### config.mk
export PLATFORM = sky130hd
export DESIGN_NAME = spi_slave_maquinaestats_mlf
export DESIGN_NICKNAME = d
export VERILOG_FILES = /design/src/rtl/spi_slave_maquinaestats_mlf.sv
export SDC_FILE = /design/constraint.sdc
export NUM_CORES = 1
export LEC_CHECK = 0
export ABC_CLOCK_PERIOD_IN_PS = 2050
export BUFFER_PORTS_ARGS = -buffer_cell sky130_fd_sc_hd__buf_2
export CELL_PAD_IN_SITES_DETAIL_PLACEMENT = 2
export CELL_PAD_IN_SITES_GLOBAL_PLACEMENT = 2
export CORE_MARGIN = 2
export CORE_UTILIZATION = 36
export CTS_CLUSTER_DIAMETER = 60
export DETAILED_ROUTE_END_ITERATION = 10
export PLACE_DENSITY = 0.79
export SYNTH_ARGS = -nofsm -noshare
export SYNTH_HDL_FRONTEND = slang
export SYNTH_SLANG_ARGS = --single-unit
export TNS_END_PERCENT = 10
### constraint.sdc
create_clock -name i_clk -period 2.05 [get_ports i_clk]
set_input_delay 0.615 -clock i_clk [delete_from_list [all_inputs] [get_ports i_clk]]
set_output_delay 0.615 -clock i_clk [all_outputs]
set_load 0.05 [all_outputs]
### src/rtl/spi_slave_maquinaestats_mlf.sv
`default_nettype none
// ============================================================================
// Module   : spi_slave_maquinaestats_mlf
// Purpose  : SPI slave, all four SPI modes, full duplex, MSB first. The SPI
//            pins are oversampled by i_clk through 2-flop synchronizers.
//            A single-entry TX holding register feeds MISO. Each received
//            byte is presented on o_RX_Byte with a one-cycle o_RX_DV strobe.
// Ports    : i_clk, i_rst       system clock, synchronous active-high reset
//            i_TX_Byte/i_TX_DV  write into the TX holding register
//            o_TX_Ready         holding register empty
//            o_TX_Underrun      a byte started with nothing to send (0x00 sent)
//            o_RX_DV/o_RX_Byte  received byte strobe and value
//            o_RX_count         bytes completed in this CS frame (saturates at 7)
//            i_SPI_*            asynchronous master pins
//            o_SPI_MISO(_en)    serial out and its tristate enable
// Revision : 1.0  initial release
// ============================================================================
module spi_slave_maquinaestats_mlf #(
   parameter int SPI_MODE         = 0,
   parameter int MAX_BYTES_PER_CS = 2
) (
   input  logic       i_clk,
   input  logic       i_rst,
   input  logic [7:0] i_TX_Byte,
   input  logic       i_TX_DV,
   output logic       o_TX_Ready,
   output logic       o_TX_Underrun,
   output logic       o_RX_DV,
   output logic [7:0] o_RX_Byte,
   output logic [2:0] o_RX_count,
   input  logic       i_SPI_clk,
   input  logic       i_SPI_CS_n,
   input  logic       i_SPI_MOSI,
   output logic       o_SPI_MISO,
   output logic       o_SPI_MISO_en
);

   localparam logic CPOL        = ((SPI_MODE / 2) % 2) == 1;
   localparam logic CPHA        = (SPI_MODE % 2) == 1;
   // Modes 0 and 3 sample on the rising SCK edge, modes 1 and 2 on the falling.
   localparam logic SAMPLE_RISE = (CPOL == CPHA);

   generate
      if (SPI_MODE < 0 || SPI_MODE > 3 || MAX_BYTES_PER_CS < 1) begin : g_bad_param
         $error("spi_slave_maquinaestats_mlf: illegal SPI_MODE or MAX_BYTES_PER_CS");
      end
   endgenerate

   typedef enum logic [1:0] {IDLE = 2'd0, LOAD = 2'd1, SHIFT = 2'd2} state_t;

   state_t     state_q, state_d;
   logic [1:0] cs_sync_q, cs_sync_d, sck_sync_q, sck_sync_d, mosi_sync_q, mosi_sync_d;
   logic       cs_prev_q, cs_prev_d, sck_prev_q, sck_prev_d;
   logic [1:0] settle_q, settle_d;
   logic       armed_q, armed_d;
   logic [2:0] bit_cnt_q, bit_cnt_d;
   logic [6:0] rx_shift_q, rx_shift_d;
   logic [7:0] tx_shift_q, tx_shift_d;
   logic       load_pend_q, load_pend_d;
   logic       commit_pend_q, commit_pend_d;
   logic       peek_full_q, peek_full_d;
   logic [7:0] hold_q, hold_d;
   logic       hold_full_q, hold_full_d;
   logic       underrun_q, underrun_d;
   logic       rx_dv_q, rx_dv_d;
   logic [7:0] rx_byte_q, rx_byte_d;
   logic [2:0] rx_count_q, rx_count_d;
   logic       miso_q, miso_d;
   logic       miso_en_q, miso_en_d;

   logic       w_cs_s, w_sck_s, w_mosi_s;
   logic       w_sample, w_shift, w_cs_fall, w_take;
   logic [7:0] w_next_tx;

   assign w_cs_s    = cs_sync_q[1];
   assign w_sck_s   = sck_sync_q[1];
   assign w_mosi_s  = mosi_sync_q[1];
   assign w_sample  = SAMPLE_RISE ? (w_sck_s & ~sck_prev_q) : (~w_sck_s & sck_prev_q);
   assign w_shift   = SAMPLE_RISE ? (~w_sck_s & sck_prev_q) : (w_sck_s & ~sck_prev_q);
   // The synchronizers come out of reset at idle levels, so a CS_n that is
   // already low when reset releases must not look like a new frame: the
   // block only arms after it has really observed CS_n high.
   assign w_cs_fall = armed_q & cs_prev_q & ~w_cs_s;
   assign w_next_tx = hold_full_q ? hold_q : 8'h00;

   always_comb begin
      cs_sync_d     = {cs_sync_q[0], i_SPI_CS_n};
      sck_sync_d    = {sck_sync_q[0], i_SPI_clk};
      mosi_sync_d   = {mosi_sync_q[0], i_SPI_MOSI};
      cs_prev_d     = w_cs_s;
      sck_prev_d    = w_sck_s;
      settle_d      = (settle_q == 2'd3) ? settle_q : settle_q + 2'd1;
      armed_d       = armed_q | ((settle_q == 2'd3) & w_cs_s);
      state_d       = state_q;
      bit_cnt_d     = bit_cnt_q;
      rx_shift_d    = rx_shift_q;
      tx_shift_d    = tx_shift_q;
      load_pend_d   = load_pend_q;
      commit_pend_d = commit_pend_q;
      peek_full_d   = peek_full_q;
      hold_d        = hold_q;
      hold_full_d   = hold_full_q;
      rx_byte_d     = rx_byte_q;
      rx_count_d    = rx_count_q;
      underrun_d    = 1'b0;
      rx_dv_d       = 1'b0;
      w_take        = 1'b0;

      if (w_cs_s) begin
         // CS_n high: abandon any partial byte; holding register is untouched.
         state_d       = IDLE;
         bit_cnt_d     = 3'd0;
         load_pend_d   = 1'b0;
         commit_pend_d = 1'b0;
      end else begin
         case (state_q)
            IDLE: begin
               if (w_cs_fall) state_d = LOAD;
            end
            LOAD: begin
               bit_cnt_d   = 3'd0;
               rx_count_d  = 3'd0;
               load_pend_d = 1'b1;
               if (!CPHA) begin
                  tx_shift_d  = w_next_tx;
                  w_take      = hold_full_q;
                  underrun_d  = ~hold_full_q;
                  load_pend_d = 1'b0;
               end else begin
                  tx_shift_d  = 8'h00;
               end
               state_d = SHIFT;
            end
            SHIFT: begin
               if (w_sample) begin
                  rx_shift_d = {rx_shift_q[5:0], w_mosi_s};
                  bit_cnt_d  = bit_cnt_q + 3'd1;
                  if (bit_cnt_q == 3'd7) begin
                     rx_byte_d   = {rx_shift_q, w_mosi_s};
                     rx_dv_d     = 1'b1;
                     rx_count_d  = (rx_count_q == 3'd7) ? 3'd7 : rx_count_q + 3'd1;
                     load_pend_d = 1'b1;
                  end
                  // A byte loaded early on the trailing edge only counts as
                  // started once its first sample edge arrives; this keeps the
                  // trailing edge that closes the last byte of a frame from
                  // consuming data or flagging an underrun.
                  if (commit_pend_q) begin
                     w_take        = peek_full_q;
                     underrun_d    = ~peek_full_q;
                     commit_pend_d = 1'b0;
                  end
               end else if (w_shift) begin
                  if (load_pend_q) begin
                     tx_shift_d  = w_next_tx;
                     load_pend_d = 1'b0;
                     if (CPHA) begin
                        w_take     = hold_full_q;
                        underrun_d = ~hold_full_q;
                     end else begin
                        commit_pend_d = 1'b1;
                        peek_full_d   = hold_full_q;
                     end
                  end else begin
                     tx_shift_d = {tx_shift_q[6:0], 1'b0};
                  end
               end
            end
            default: state_d = IDLE;
         endcase
      end

      // A load that finds the register empty wins over a same-cycle write;
      // the written byte then waits for the following byte.
      if (w_take) begin
         hold_full_d = 1'b0;
      end else if (i_TX_DV && !hold_full_q) begin
         hold_full_d = 1'b1;
         hold_d      = i_TX_Byte;
      end

      miso_en_d = (state_d != IDLE);
      miso_d    = miso_en_d ? tx_shift_d[7] : 1'b0;
   end

   always_ff @(posedge i_clk) begin
      if (i_rst) begin
         state_q       <= IDLE;
         cs_sync_q     <= 2'b11;
         sck_sync_q    <= {CPOL, CPOL};
         mosi_sync_q   <= 2'b00;
         cs_prev_q     <= 1'b1;
         sck_prev_q    <= CPOL;
         settle_q      <= 2'd0;
         armed_q       <= 1'b0;
         bit_cnt_q     <= 3'd0;
         rx_shift_q    <= 7'd0;
         tx_shift_q    <= 8'h00;
         load_pend_q   <= 1'b0;
         commit_pend_q <= 1'b0;
         peek_full_q   <= 1'b0;
         hold_q        <= 8'h00;
         hold_full_q   <= 1'b0;
         underrun_q    <= 1'b0;
         rx_dv_q       <= 1'b0;
         rx_byte_q     <= 8'h00;
         rx_count_q    <= 3'd0;
         miso_q        <= 1'b0;
         miso_en_q     <= 1'b0;
      end else begin
         state_q       <= state_d;
         cs_sync_q     <= cs_sync_d;
         sck_sync_q    <= sck_sync_d;
         mosi_sync_q   <= mosi_sync_d;
         cs_prev_q     <= cs_prev_d;
         sck_prev_q    <= sck_prev_d;
         settle_q      <= settle_d;
         armed_q       <= armed_d;
         bit_cnt_q     <= bit_cnt_d;
         rx_shift_q    <= rx_shift_d;
         tx_shift_q    <= tx_shift_d;
         load_pend_q   <= load_pend_d;
         commit_pend_q <= commit_pend_d;
         peek_full_q   <= peek_full_d;
         hold_q        <= hold_d;
         hold_full_q   <= hold_full_d;
         underrun_q    <= underrun_d;
         rx_dv_q       <= rx_dv_d;
         rx_byte_q     <= rx_byte_d;
         rx_count_q    <= rx_count_d;
         miso_q        <= miso_d;
         miso_en_q     <= miso_en_d;
      end
   end

   assign o_TX_Ready    = ~hold_full_q;
   assign o_TX_Underrun = underrun_q;
   assign o_RX_DV       = rx_dv_q;
   assign o_RX_Byte     = rx_byte_q;
   assign o_RX_count    = rx_count_q;
   assign o_SPI_MISO    = miso_q;
   assign o_SPI_MISO_en = miso_en_q;

endmodule
`default_nettype wire
==> out/qor.txt <==
Data required, critical path -> 2.30 ns
drt via density -> 5.54
DRT Pass-1 Iters -> 4
CTS sink cnt -> 58
Nets -> 335
worst setup margin -> 0.142 ns
max-slew violations -> 0
Port Buffers -> 29
Worst-Skew Late Latency -> 0.34 ns
Total GRT Usage -> 19.6%
WL/cell -> 17.9 µm
met2 WL -> 3590 µm
post-synthesis cell area -> 2650 µm²
Root Buffer -> clkbuf_8
largest fanout on the critical path -> 7
Worst slew margin -> 66.6%
gpl congestion -> 0.775
Inst Count DP -> 399
grt ovf -> 0
Crit. End Element -> flop
CTS Hold Bufs -> 0
worst hold path startpoint -> sck_sync_q[0]
Residual DRC -> 0
via count of the first global-routing pass -> 2449
hold endpoint -> sck_sync_q[1]
CTS tree -> yes
post-synth top area share -> 43.8%
initial antenna violation count -> 0
Critical R2R Capture -> tx_shift_q[3]
Worst-path clk slew -> 0.07 ns
cts bufs inserted -> 9
sequential share of the synthesized area -> 43.8%
max layer used -> met4
post-route insts no fill -> 415
# resized after CTS -> 0
register bit count reported by yosys -> 58
met1 wire length -> 3540 µm
Starting Density -> 36.9%
P&R area growth vs syn -> 17.8%
FF-to-FF setup slack -> 0.14 ns
Setup CP Type -> reg -> reg
Yosys top cell by area -> dfxtp_1
Hold Path Class -> reg -> reg
Max Clk Rate -> 524 MHz
Post-synth ARST share -> 0%
Startpoint Class -> flop
reg2reg start -> state_q[0]
share of cells above drive strength 1 -> 21.2%
row count -> 31
power per cell area -> 862 nW/µm²
hold slack -> 0.449 ns
most frequent cells after synthesis -> 58 x dfxtp_1, 25 x nand4_1, 23 x nand2_1
Syn Area/Cell -> 9.23 µm²
MaxCap Viol Count -> 0
Routed Wire Length -> 7440 µm
final core utilization -> 43.5%
Worst Hold Depth -> 1
Distinct cells, synth -> 46
Post-CTS Setup Inserts -> 0
via count -> 2300
Die Ht -> 89.8 µm
actual slew at the worst max-slew pin -> 0.501 ns
met3 wire len -> 205 µm
period utilisation layout -> 93.1%
Max Clock Skew -> 0.00569 ns
first-pass GRT wire length -> 12700 µm
core area -> 7180 µm²
Die W -> 89.8 µm
Top Ports -> 30
DRT iter0 DRCs -> 110
number of synthesized flops with an enable pin -> 0
maximum root-to-sink buffer count -> 2
H-Tree Depth -> 3
arrival time at the worst endpoint -> 2.16 ns
endpoints failing setup -> 0
run status -> completed
Most used DFF post-synth -> dfxtp_1
pre-CTS setup slack -> 0.117 ns
Post-DRT Antenna Nets -> 0
# diodes -> 0
DP Wirelength -> 4880 µm
YS warnings -> 0
DIE AREA -> 8060 µm²
final hold vios -> 0
reg2reg path depth -> 5
Mapped Cells -> 287
top-count cell post-synth -> dfxtp_1
LEAKAGE -> 1.27 nW
VDD IR max -> 370 µV
largest net degree at the start of global routing -> 43
Net Count, Synth -> 311
synth top area cells -> dfxtp_1 44%, nand4_1 5.9%, ha_1 4.7%
Tmin final -> 1.91 ns
## state kept, by name, summed over array words and instances, names as in the netlist, 3 cells and up
name / flops
hold_q: 8
o_RX_Byte: 8
tx_shift_q: 8
bit_cnt_q: 3
o_RX_count: 3
rx_shift_q: 7
## where the power goes
part           internal [W]  switching [W]  leakage [nW]  total [W]
clock network      0.000842       0.000504         0.119    0.00135
registers           0.00116      0.0000295         0.472    0.00119
logic             0.0000621      0.0000905         0.682   0.000153
## routing by layer
layer  vias up  GRT usage, %
met5         -             0
met4         0          7.69
met3         9          3.35
met2        35          32.6
met1      1152          25.5
li1       1104             -
## stage by stage
step	power (W)	setup TNS, ns	cell area [µm²]
3_5_place_dp	0.00137	0	2860
6_report	0.00269	0	3120
2_1_floorplan	0.00131	0	2650
4_1_cts	0.00271	0	3110
3_3_place_gp	0.00136	0	2860
5_1_grt	0.00280	-0.155	3120
## layout make-up
cell class / instances / area [µm²]
Clock buffer: 10 / 138
Clock inverter: 6 / 114
Fill cell: 804 / 4060
Inverter: 16 / 60.1
Multi-Input combinational cell: 188 / 1300
Sequential cell: 58 / 1160
Tap cell: 99 / 124
Timing Repair Buffer: 38 / 225
## worst max-delay path by stage
stage                           from            end  slack (ns)  cells after the start
after detailed placement  state_q[0]  tx_shift_q[6]        0.12                      5
after CTS                 state_q[0]  tx_shift_q[4]        0.11                      5
after global placement    state_q[0]  tx_shift_q[6]        0.20                      5
after floorplan           state_q[0]      hold_q[6]        0.38                      7
final                     state_q[0]  tx_shift_q[3]        0.14                      5
after global routing      state_q[0]  tx_shift_q[1]       -0.05                      5
## critical path, stage by stage (launching register included)
cell and delay [ns]:
dfxtp_1 0.43, inv_1 0.11, ha_1 0.39, nor2b_1 0.37, o21ai_2 0.20, a221oi_1 0.32
## layout by cell type (no fill, tap or decap), types with 6 or more instances in the layout
cell / instances
nor2_1: 14
ha_1: 9
buf_2: 29
clkbuf_8: 10
or4b_1: 8
dfxtp_1: 58
buf_4: 8
o211ai_1: 6
nand3_1: 16
a21oi_1: 19
nand4_1: 25
nand2_1: 23
mux2i_1: 8
a221oi_1: 12
inv_1: 15
nor2b_1: 10
## kinds of logic (layout without fill, tap and decap cells)
| logic type | count (synthesis) | in the layout | synth area share, % |
|---|---|---|---|
| compound gates | 55 | 55 | 14.9 |
| xor+xnor | 1 | 1 | 0.331 |
| fa+ha+maj | 10 | 10 | 4.72 |
| buf+inv | 41 | 70 | 7.41 |
| flops | 58 | 58 | 43.8 |
| mux | 8 | 8 | 3.02 |
| simple gates | 114 | 114 | 25.8 |
No activity file was read; power rests on OpenSTA's default activity.
